===== src/rtl/or_fault_tester_if.sv =====
// Bus between the OR-gate self-test controller and the fault-injection harness.
// The master side is the tester; the slave side is the harness/display logic.
interface or_fault_tester_if #(
    parameter int N = 4
);
    logic                       start;
    logic                       Z;
    logic [N-1:0]               A;
    logic                       busy;
    logic                       done;
    logic [N-1:0]               sa0_in;
    logic                       sa1_any;
    logic                       z_sa0;
    logic                       fault_detected;
    logic [$clog2(N+3)-1:0]     mismatch_count;

    modport master (
        input  start,
        input  Z,
        output A,
        output busy,
        output done,
        output sa0_in,
        output sa1_any,
        output z_sa0,
        output fault_detected,
        output mismatch_count
    );

    modport slave (
        output start,
        output Z,
        input  A,
        input  busy,
        input  done,
        input  sa0_in,
        input  sa1_any,
        input  z_sa0,
        input  fault_detected,
        input  mismatch_count
    );
endinterface


===== src/rtl/or_fault_tester.sv =====
// Self-test controller for an N-input OR gate. Applies all-zeros, a walking
// one and all-ones, samples Z after SETTLE extra cycles per pattern and
// decodes the per-pattern failures into a stuck-at diagnosis.
module or_fault_tester #(
    parameter int N      = 4,
    parameter int SETTLE = 2
) (
    input  logic               clk,
    input  logic               rst_n,
    or_fault_tester_if.master  bus
);
    localparam int PW = $clog2(N + 2);
    localparam int CW = $clog2(N + 3);
    localparam logic [PW-1:0] LAST_P = PW'(N + 1);

    // NEXT never sits in the state register: its bookkeeping (advance the
    // pattern, clear the wait counter) happens on the sampling edge itself.
    typedef enum logic [1:0] {
        IDLE  = 2'd0,
        APPLY = 2'd1,
        NEXT  = 2'd2,
        DONE  = 2'd3
    } state_t;

    state_t          state_r, state_n;
    logic [PW-1:0]   p_r, p_n;
    logic [3:0]      w_r, w_n;
    logic [N+1:0]    fail_r, fail_n;
    logic [CW-1:0]   cnt_r, cnt_n;
    logic [N-1:0]    a_r, a_n;
    logic            busy_r, busy_n;
    logic            done_r, done_n;
    logic [N-1:0]    sa0_r, sa0_n;
    logic            sa1_r, sa1_n;
    logic            zsa0_r, zsa0_n;
    logic            fd_r, fd_n;
    logic            mismatch_s;

    // Stimulus for pattern index p: 0 -> all zeros, 1..N -> walking one, N+1 -> all ones.
    function automatic logic [N-1:0] pattern_f(input logic [PW-1:0] p);
        logic [N-1:0] one_v;
        one_v = {{(N-1){1'b0}}, 1'b1};
        if (p == {PW{1'b0}}) begin
            pattern_f = {N{1'b0}};
        end else if (p <= PW'(N)) begin
            pattern_f = one_v << (p - PW'(1));
        end else begin
            pattern_f = {N{1'b1}};
        end
    endfunction

    // Ideal Z is 0 only for the all-zeros pattern.
    assign mismatch_s = bus.Z ^ (p_r != {PW{1'b0}});

    // Next-state and next-output logic for the test sequencer.
    always_comb begin
        state_n = state_r;
        p_n     = p_r;
        w_n     = w_r;
        fail_n  = fail_r;
        cnt_n   = cnt_r;
        a_n     = a_r;
        busy_n  = busy_r;
        done_n  = 1'b0;
        sa0_n   = sa0_r;
        sa1_n   = sa1_r;
        zsa0_n  = zsa0_r;
        fd_n    = fd_r;
        case (state_r)
            IDLE: begin
                if (bus.start) begin
                    state_n = APPLY;
                    p_n     = {PW{1'b0}};
                    w_n     = 4'd0;
                    fail_n  = {(N+2){1'b0}};
                    cnt_n   = {CW{1'b0}};
                    a_n     = pattern_f({PW{1'b0}});
                    busy_n  = 1'b1;
                    sa0_n   = {N{1'b0}};
                    sa1_n   = 1'b0;
                    zsa0_n  = 1'b0;
                    fd_n    = 1'b0;
                end else begin
                    state_n = IDLE;
                end
            end
            APPLY: begin
                if (w_r == 4'(SETTLE)) begin
                    if (mismatch_s) begin
                        fail_n[p_r] = 1'b1;
                        cnt_n       = cnt_r + CW'(1);
                    end else begin
                        fail_n = fail_r;
                    end
                    w_n = 4'd0;
                    if (p_r == LAST_P) begin
                        state_n = DONE;
                        a_n     = {N{1'b0}};
                        busy_n  = 1'b0;
                        done_n  = 1'b1;
                        sa1_n   = fail_n[0];
                        zsa0_n  = fail_n[N+1];
                        sa0_n   = fail_n[N:1] & ~{N{fail_n[N+1]}};
                        fd_n    = fail_n[0] | fail_n[N+1] | (|(fail_n[N:1] & ~{N{fail_n[N+1]}}));
                    end else begin
                        state_n = APPLY;
                        p_n     = p_r + PW'(1);
                        a_n     = pattern_f(p_r + PW'(1));
                    end
                end else begin
                    w_n = w_r + 4'd1;
                end
            end
            DONE: begin
                state_n = IDLE;
            end
            NEXT: begin
                state_n = IDLE;
                busy_n  = 1'b0;
                a_n     = {N{1'b0}};
            end
            default: begin
                state_n = IDLE;
                busy_n  = 1'b0;
                a_n     = {N{1'b0}};
            end
        endcase
    end

    // State and output registers, cleared asynchronously by reset.
    always_ff @(posedge clk or negedge rst_n) begin
        if (!rst_n) begin
            state_r <= IDLE;
            p_r     <= {PW{1'b0}};
            w_r     <= 4'd0;
            fail_r  <= {(N+2){1'b0}};
            cnt_r   <= {CW{1'b0}};
            a_r     <= {N{1'b0}};
            busy_r  <= 1'b0;
            done_r  <= 1'b0;
            sa0_r   <= {N{1'b0}};
            sa1_r   <= 1'b0;
            zsa0_r  <= 1'b0;
            fd_r    <= 1'b0;
        end else begin
            state_r <= state_n;
            p_r     <= p_n;
            w_r     <= w_n;
            fail_r  <= fail_n;
            cnt_r   <= cnt_n;
            a_r     <= a_n;
            busy_r  <= busy_n;
            done_r  <= done_n;
            sa0_r   <= sa0_n;
            sa1_r   <= sa1_n;
            zsa0_r  <= zsa0_n;
            fd_r    <= fd_n;
        end
    end

    assign bus.A              = a_r;
    assign bus.busy           = busy_r;
    assign bus.done           = done_r;
    assign bus.sa0_in         = sa0_r;
    assign bus.sa1_any        = sa1_r;
    assign bus.z_sa0          = zsa0_r;
    assign bus.fault_detected = fd_r;
    assign bus.mismatch_count = cnt_r;
endmodule


===== src/flat_wrapper.sv =====
// flat-port wrapper written by rule: the top's interface ports become plain ports
module or_fault_tester_flat 
#(
    parameter int N      = 4,
    parameter int SETTLE = 2
)
  (clk, rst_n, bus_start, bus_Z, bus_A, bus_busy, bus_done, bus_sa0_in, bus_sa1_any, bus_z_sa0, bus_fault_detected, bus_mismatch_count);
  or_fault_tester_if #(.N(N)) bus_i ();
  input  logic clk;
  input  logic rst_n;
  input wire logic [$bits(bus_i.start)-1:0] bus_start;
  input wire logic [$bits(bus_i.Z)-1:0] bus_Z;
  output wire logic [$bits(bus_i.A)-1:0] bus_A;
  output wire logic [$bits(bus_i.busy)-1:0] bus_busy;
  output wire logic [$bits(bus_i.done)-1:0] bus_done;
  output wire logic [$bits(bus_i.sa0_in)-1:0] bus_sa0_in;
  output wire logic [$bits(bus_i.sa1_any)-1:0] bus_sa1_any;
  output wire logic [$bits(bus_i.z_sa0)-1:0] bus_z_sa0;
  output wire logic [$bits(bus_i.fault_detected)-1:0] bus_fault_detected;
  output wire logic [$bits(bus_i.mismatch_count)-1:0] bus_mismatch_count;
  assign bus_i.start = bus_start;
  assign bus_i.Z = bus_Z;
  assign bus_A = bus_i.A;
  assign bus_busy = bus_i.busy;
  assign bus_done = bus_i.done;
  assign bus_sa0_in = bus_i.sa0_in;
  assign bus_sa1_any = bus_i.sa1_any;
  assign bus_z_sa0 = bus_i.z_sa0;
  assign bus_fault_detected = bus_i.fault_detected;
  assign bus_mismatch_count = bus_i.mismatch_count;
  or_fault_tester #(.N(N), .SETTLE(SETTLE)) u_core (.clk(clk), .rst_n(rst_n), .bus(bus_i));
endmodule

===== config.mk =====
export PLATFORM = sky130hd
export DESIGN_NAME = or_fault_tester_flat
export DESIGN_NICKNAME = d
export VERILOG_FILES = /design/src/rtl/or_fault_tester_if.sv /design/src/rtl/or_fault_tester.sv /design/src/flat_wrapper.sv
export SDC_FILE = /design/constraint.sdc
export NUM_CORES = 1
export LEC_CHECK = 0
export CORE_ASPECT_RATIO = 0.8
export CORE_UTILIZATION = 44
export CTS_BUF_LIST = sky130_fd_sc_hd__clkbuf_8 sky130_fd_sc_hd__clkbuf_16
export DETAILED_ROUTE_END_ITERATION = 8
export PLACE_DENSITY = 0.7
export REMOVE_ABC_BUFFERS = 1
export SETUP_SLACK_MARGIN = 0.02
export SLEW_MARGIN = 20
export SYNTH_ARGS = -nofsm -noshare
export SYNTH_HDL_FRONTEND = slang
export SYNTH_SLANG_ARGS = --single-unit

===== constraint.sdc =====
create_clock -name clk -period 2 [get_ports clk]
set_clock_uncertainty 0.15 [all_clocks]
set_input_delay 0.5 -clock clk [delete_from_list [all_inputs] [get_ports clk]]
set_output_delay 0.5 -clock clk [all_outputs]
set_load 0.1 [all_outputs]

Word-level counts from Yosys, hierarchy flattened
Index checks and enable logic that the tools add are counted.
{"block": "totals", "regBits": 31, "inputBits": 4, "wordCells": 98}
{"block": "op_classes", "add_sub_neg": 4, "n_lt_le_gt_ge": 3, "eq_ne": 10, "shifts": 1, "muxes": 47, "bitwise": 6, "n_reduce_logical": 15}
{"operator": "$mux 4", "count": 8}
{"operator": "$mux 6", "count": 5}
{"operator": "$pmux 4 s2", "count": 2}
{"operator": "$reduce_and 4->1", "count": 4}
{"operator": "$mux 1", "count": 15}
{"operator": "$mux 3", "count": 5}
{"operator": "$pmux 3 s2", "count": 2}
{"operator": "$pmux 4 s3", "count": 1}
{"operator": "$pmux 6 s2", "count": 1}
{"operator": "$add 3x1->3 const B", "count": 2}
{"operator": "$ne 2x1->1 const B", "count": 3}
{"operator": "$or 6x6->6", "count": 1}
{"operator": "$pmux 1 s2", "count": 3}
{"operator": "$pmux 2 s3", "count": 1}
{"operator": "$reduce_and 3->1", "count": 2}
{"operator": "$reduce_bool 3->1", "count": 2}
{"operator": "$add 4x1->4 const B", "count": 1}
{"operator": "$and 4x4->4", "count": 1}
{"operator": "$eq 2x2->1 const B", "count": 2}
{"operator": "$eq 4x2->1 const B", "count": 1}
{"operator": "$lt 3x4->1 const B", "count": 1}
{"operator": "$mux 2", "count": 2}
{"operator": "$ne 2x2->1 const B", "count": 2}
{"operator": "$not 4->4", "count": 1}
{"operator": "other kinds (17)", "count": 18}

Longest topological paths before layout
Gate-level depths: netlist of the first run.
{"block": "depth", "depth_word": 15, "depth_mapped": 8, "ltp_nobuf": 6}

Least setup slack after synthesis of the first run
Ideal clock, no wire load.
{"block": "synth_timing", "path_kind": "reg-to-reg", "start": "reg u_core.w_r[0]", "end": "reg u_core.a_r[0], in the netlist u_core.bus.A[0]", "setup_ns": 0.125, "arrival_time_ns": 1.726, "required_ns": 1.725, "slack_ns": -0.001, "path_stages_with_launch": 7, "synth_period_minus_slack_ns": 2.001, "cell_sequence": "dfrtp_1 inv_1 ha_1 or3b_1 buf_6 a221oi_4 mux2_2"}
{"block": "synth_between", "elab_chain_cells": 3}
{"element": "start: declaration", "line_no": "or_fault_tester.sv:27", "source": "logic [3:0] w_r, w_n;"}
{"element": "start signal: assignment", "line_no": "or_fault_tester.sv:148", "source": "w_r <= w_n;"}
{"element": "$eq 4x2->1", "line_no": "or_fault_tester.sv:88", "source": "if (w_r == 4'(SETTLE)) begin"}
{"element": "$ne 2x1->1 (no source line)"}
{"element": "$reduce_and 3->1 (no source line)"}
{"element": "end signal: assignment", "line_no": "or_fault_tester.sv:138", "source": "a_r <= {N{1'b0}};"}
{"element": "end signal: assignment", "line_no": "or_fault_tester.sv:151", "source": "a_r <= a_n;"}
{"element": "end: declaration", "line_no": "or_fault_tester.sv:30", "source": "logic [N-1:0] a_r, a_n;"}
Every way passes these cells.
A chain may end at the register's enable or synchronous reset.

Worst setup path in the final report of the first run
{"block": "layout_timing", "start": "reg u_core.w_r[0]", "end": "reg u_core.p_r[0]"}
{"block": "layout_between", "elab_chain_cells": 3}
{"element": "$eq 4x2->1", "line_no": "or_fault_tester.sv:88"}
{"element": "$ne 2x1->1 (no source line)"}
{"element": "$reduce_and 4->1 (no source line)"}
{"element": "end signal: assignment", "line_no": "or_fault_tester.sv:134", "source": "p_r <= {PW{1'b0}};"}
{"element": "end signal: assignment", "line_no": "or_fault_tester.sv:147", "source": "p_r <= p_n;"}
{"element": "end: declaration", "line_no": "or_fault_tester.sv:26", "source": "logic [PW-1:0] p_r, p_n;"}
Every way passes these cells.

==> results of run 1 <==
==> repair_timing <==
action                                 in CTS  in global routing
pin swaps                                   2                  6
gates resized for setup                    10                 23
setup buffers                               4                  1
setup endpoints to repair                  18                 23
endpoints found under the hold margin       0                  0
==> sequential cells by signal, indices dropped and copies added (netlist names) <==
name / cells
u_core.bus.A: 4
u_core.bus.busy: 1
u_core.bus.done: 1
u_core.bus.fault_detected: 1
u_core.bus.mismatch_count: 3
u_core.bus.sa0_in: 4
u_core.bus.sa1_any: 1
u_core.bus.z_sa0: 1
u_core.fail_r: 6
u_core.p_r: 3
u_core.state_r: 2
u_core.w_r: 4
==> logic make-up (layout without fill, tap and decap cells) <==
logic type / after synthesis / after routing / share of synthesized area
AND/OR/NAND/NOR: 49 / 49 / 0.138
AO/OA/AOI/OAI: 42 / 42 / 0.192
flip-flops: 31 / 31 / 0.475
buffers and inverters: 16 / 62 / 0.0437
adder cells (fa/ha/maj): 10 / 10 / 0.0766
multiplexers: 9 / 9 / 0.0590
XOR/XNOR: 3 / 3 / 0.0161
==> through the flow <==
step	instances	cell area, sq um	hold WS (ns)
5_1_grt	248	2400	0.398
3_3_place_gp	237	2170	0.326
4_1_cts	247	2300	0.373
2_1_floorplan	154	1600	0.0544
3_5_place_dp	237	2170	0.361
6_report	248	2400	0.384
==> path summary, 6_finish.rpt <==
check	startpoint	to	slack, ns	depth (start not counted)
max in group asynchronous	rst_n	u_core.bus.sa0_in[3]	0.94	2
setup reg to reg	u_core.w_r[0]	u_core.p_r[0]	-0.02	7
setup / recovery	u_core.w_r[0]	u_core.p_r[0]	-0.02	7
hold / removal	u_core.fail_r[0]	u_core.fail_r[0]	0.38	2
min in group asynchronous	rst_n	u_core.bus.busy	0.47	2
hold reg to reg	u_core.fail_r[0]	u_core.fail_r[0]	0.38	2
==> cell usage in the layout (no fill, tap or decap), drive strengths merged, types with 2 or more instances in the layout <==
cell,instances
ha,10
and3,2
mux2,5
nor2,11
a31oi,6
nor3,3
nor2b,2
buf,43
o21ai,6
o2bb2ai,7
nand2,21
clkbuf,5
mux2i,4
o31ai,4
dfrtp,31
xor2,2
a21oi,10
inv,11
nand3,3
clkdlybuf4s50,3
==> layout make-up <==
class	count	area share
Multi-Input combinational cell	113	0.367
Sequential cell	31	0.324
Timing Repair Buffer	46	0.242
Clock buffer	5	0.0287
Tap cell	42	0.0219
Inverter	10	0.0157
Clock inverter	1	0.00157
==> routing by layer <==
| layer | GRT usage | vias up |
|---|---|---|
| li1 | - | 662 |
| met1 | 0.303 | 715 |
| met2 | 0.379 | 40 |
| met3 | 0.0539 | 5 |
| met4 | 0.117 | 0 |
| met5 | 0 | - |
==> worst max-delay path: cells and delay by family, from the launching register on <==
family,cells,cell delay [ns]
DFF,1,0.37
AOI/OAI and AO/OA,1,0.25
and+or+nand+nor,2,0.52
buffers and inverters,2,0.21
muxes,1,0.27
adders and majority gates,1,0.14
==> impl_metrics.json, run 1 <==
{
  "cp_cell_sequence": "inv_1 -> ha_1 -> or3b_4 -> buf_6 -> a21oi_4 -> nand2_2 -> mux2_4",
  "fp.dieH_um": 56.5,
  "fin_nets": 221,
  "slew_headroom": 0.675,
  "grt_overflow": 0,
  "worstSetupStartpointType": "register",
  "ys_warn_count": 0,
  "rsz0062_at_grt": "yes",
  "clkTransAtPathRegs_ns": 0.06,
  "worst_pin_slew_ns": 0.487,
  "multi_input_area_sq_um": 880,
  "finalSetupTns_ns": -0.0211,
  "met3_wirelength_um": 198,
  "maxSlewViolCount": 0,
  "clock-root-buffer": "clkbuf_8",
  "wl_met1_mm": 1.81,
  "grt.total_usage": 0.237,
  "layout-drive-gt1-share": 0.345,
  "avgRoutedWirePerCell_um": 16.4,
  "worstSetupEndpointType": "register",
  "yosysMostFrequentCell": "dfrtp_1",
  "clock_sinks": 31,
  "max_cap_viol_count": 0,
  "max_freq_mhz": 495,
  "gp_congestion": 0.840,
  "setup_viol": 1,
  "postCtsHoldBufs": 0,
  "synthArstFlopShare": 1.00,
  "grt_max_degree": 32,
  "ys_types": 39,
  "hold_class": "reg -> reg",
  "finalWorstSetupSlack_ns": -0.0211,
  "antenna_found_initial": 0,
  "core-area_sq_mm": 0.00349,
  "avgSynthCellArea_sq_um": 10.2,
  "grt_pass1_wl_mm": 7.05,
  "wl_met2_mm": 2.00,
  "postLayoutCoreUtil": 0.686,
  "synth.area.top_cells": "dfrtp_1 48%, ha_1 7.7%, nand2_1 4.8%",
  "die_w_um": 70.1,
  "top_layer": "met4",
  "clock_path_buffers": 2,
  "cp_slowest_cell": "or3b_4",
  "violations": "setup timing",
  "syn-cell-area_sq_mm": 0.00163,
  "netlist.area_leader.share": 0.475,
  "nFillCells": 241,
  "finalCritPeriodShare": 1.01,
  "place_ws_ns": -0.125,
  "insertion_delay_ns": 0.28,
  "wl_mm": 4.08,
  "synth_area_leader_cell": "dfrtp_1",
  "syn_inst": 160,
  "synth_edf_count": 0,
  "h-tree-depth": 2,
  "vias": 1422,
  "seq_area_frac_synth": 0.475,
  "fin_crit_ns": 2.02,
  "cts_buffers": 5,
  "n_antenna_cell": 0,
  "cts_tree": "yes",
  "synth_ff_type": "dfrtp_1",
  "status": "complete, but fails checks",
  "num_rows": 19,
  "max_stage_delay_ns": 0.42,
  "io_buffers": 19,
  "ios": 20,
  "grt_pass1_vias": 1447,
  "ys_seq_elements": 31,
  "synthTopCellsByCount": "31 x dfrtp_1, 21 x nand2_1, 11 x nor2_1, 10 x ha_1, 10 x inv_1",
  "drt_iter0_drc": 77,
  "dp.final_hpwl_mm": 2.90,
  "seqCellArea_sq_um": 776,
  "drcViolationCount": 0,
  "drt_pass1_iterations": 4,
  "required_ns": 2.01,
  "vias_per_cell": 5.73,
  "finalHoldViolCount": 0,
  "die_area_sq_mm": 0.00396,
  "crit_fanout": 5,
  "crit_type": "reg -> reg",
  "ant_nets": 0,
  "start_util": 0.467,
  "arrival_ns": 2.04,
  "synthToLayoutAreaGrowth_pct": 46.8
}
Power of run 1 is not shown: default switching activity piles up to over one toggle a cycle in this logic, so the estimate is an artifact.
==> run 2: changes to the inputs <==
- CTS_BUF_LIST: sky130_fd_sc_hd__clkbuf_8 sky130_fd_sc_hd__clkbuf_16 -> sky130_fd_sc_hd__clkbuf_4 sky130_fd_sc_hd__clkbuf_8
==> impl_metrics.json, run 2 (synthesis results as in run 1) <==
{
  "worst_pin_slew_ns": 0.481,
  "insertion_delay_ns": 0.28,
  "startpoint": "u_core.w_r[0]",
  "crit_fanout": 5,
  "layout_commonest_cell": "dfrtp_1",
  "cts_buffers": 5,
  "worstReg2RegStart": "u_core.w_r[0]",
  "status": "complete, but fails checks",
  "gp_congestion": 0.840,
  "fin_nets": 220,
  "r2r-end": "u_core.p_r[0]",
  "clkTransAtPathRegs_ns": 0.06,
  "wl_mm": 4.09,
  "die_w_um": 70.1,
  "cts_tree": "yes",
  "worstSetupEndpointType": "register",
  "slew_headroom": 0.680,
  "avgRoutedWirePerCell_um": 16.6,
  "arrival_ns": 2.04,
  "violations": "setup timing",
  "clock-root-buffer": "clkbuf_8",
  "vias_per_cell": 5.68,
  "placed_cells": 237,
  "dp.final_hpwl_mm": 2.90,
  "start_util": 0.467,
  "ant_nets": 0,
  "drt_iter0_drc": 81,
  "max_freq_mhz": 495,
  "worstSetupStartpointType": "register",
  "drt_pass1_iterations": 4,
  "num_rows": 19,
  "finalSetupTns_ns": -0.0209,
  "grt_pass1_wl_mm": 7.02,
  "finalCritPeriodShare": 1.01,
  "ios": 20,
  "r2r_slack_ns": -0.02,
  "clock_path_buffers": 2,
  "required_ns": 2.01,
  "n_antenna_cell": 0,
  "cp-endpoint": "u_core.p_r[0]",
  "setup_viol": 1,
  "fp.dieH_um": 56.5,
  "fin_area_sq_mm": 0.00239,
  "ff2ff_path_depth": 7,
  "top_register": "u_core.fail_r",
  "grt_max_degree": 32,
  "vias": 1404,
  "nFillCells": 243,
  "drcViolationCount": 0,
  "fin_crit_ns": 2.02,
  "largest_reg_flops": 6,
  "die_area_sq_mm": 0.00396,
  "finalNonFillerCells": 247,
  "grt_overflow": 0,
  "finalWorstSetupSlack_ns": -0.0209,
  "layout-drive-gt1-share": 0.346,
  "grt.total_usage": 0.236,
  "clock_sinks": 31,
  "finalHoldViolCount": 0,
  "place_area_sq_mm": 0.00217,
  "layout_common_cells": "31 x dfrtp_1, 19 x buf_4, 17 x nand2_1",
  "crit_type": "reg -> reg",
  "hold_class": "reg -> reg",
  "rsz0062_at_grt": "yes",
  "core-area_sq_mm": 0.00349,
  "max_cap_viol_count": 0,
  "maxSlewViolCount": 0,
  "grt_pass1_vias": 1441,
  "antenna_found_initial": 0,
  "synthToLayoutAreaGrowth_pct": 46.6,
  "h-tree-depth": 2,
  "io_buffers": 19,
  "whs_ns": 0.384
}
## run 2: cell types whose count changed in the layout (fill, tap and decap cells not counted)
cell / change
clkbuf_4: +1
inv_1: -1
buf_4: -1
## run 2: how the worst min path moves through the flow
stage / start / cells past startpoint / slack [ns] / end
after CTS: u_core.fail_r[0] / 2 / 0.37 / u_core.fail_r[0]
after detailed placement: u_core.fail_r[0] / 2 / 0.36 / u_core.fail_r[0]
final: u_core.fail_r[0] / 2 / 0.38 / u_core.fail_r[0]
after floorplan: rst_n / 0 / 0.05 / u_core.bus.A[0]
after global routing: u_core.w_r[3] / 1 / 0.40 / u_core.w_r[3]
after global placement: u_core.w_r[3] / 1 / 0.33 / u_core.w_r[3]
## run 2: metrics by stage
stage                     setup WS, ns   util
after floorplan                 -0.292      -
after CTS                    -0.000806  0.659
final                          -0.0209  0.685
after global routing           -0.0722  0.685
after global placement         -0.0653  0.620
after detailed placement        -0.125  0.620
## run 2: repair_timing
action	in CTS	in global routing
pin swaps	2	6
buffers inserted	4	0
setup endpoints to repair	18	23
gates resized for setup	10	23
hold buffers	0	0
## run 2: critical path, cell delays in order, from the launching register on
cell     delay [ns]
dfrtp_1        0.37
inv_1          0.06
ha_1           0.14
or3b_4         0.42
buf_6          0.14
a21oi_4        0.25
nand2_2        0.10
mux2_4         0.27
## run 2: area by class of cell
cell class	count	area (sq um)	share of cell area
Tap cell	42	52.6	0.0220
Inverter	10	37.5	0.0157
Timing Repair Buffer	45	572	0.239
Sequential cell	31	776	0.324
Multi-Input combinational cell	113	880	0.367
Clock buffer	6	76.3	0.0319
## run 2: per-layer routing
metal | routed length [um] | vias up | track usage
met2 | 2010 | 41 | 0.379
li1 | - | 658 | -
met3 | 214 | 5 | 0.0539
met5 | 0 | - | 0
met4 | 66 | 0 | 0.117
met1 | 1800 | 700 | 0.301
Power of run 2 is left out for the same reason.
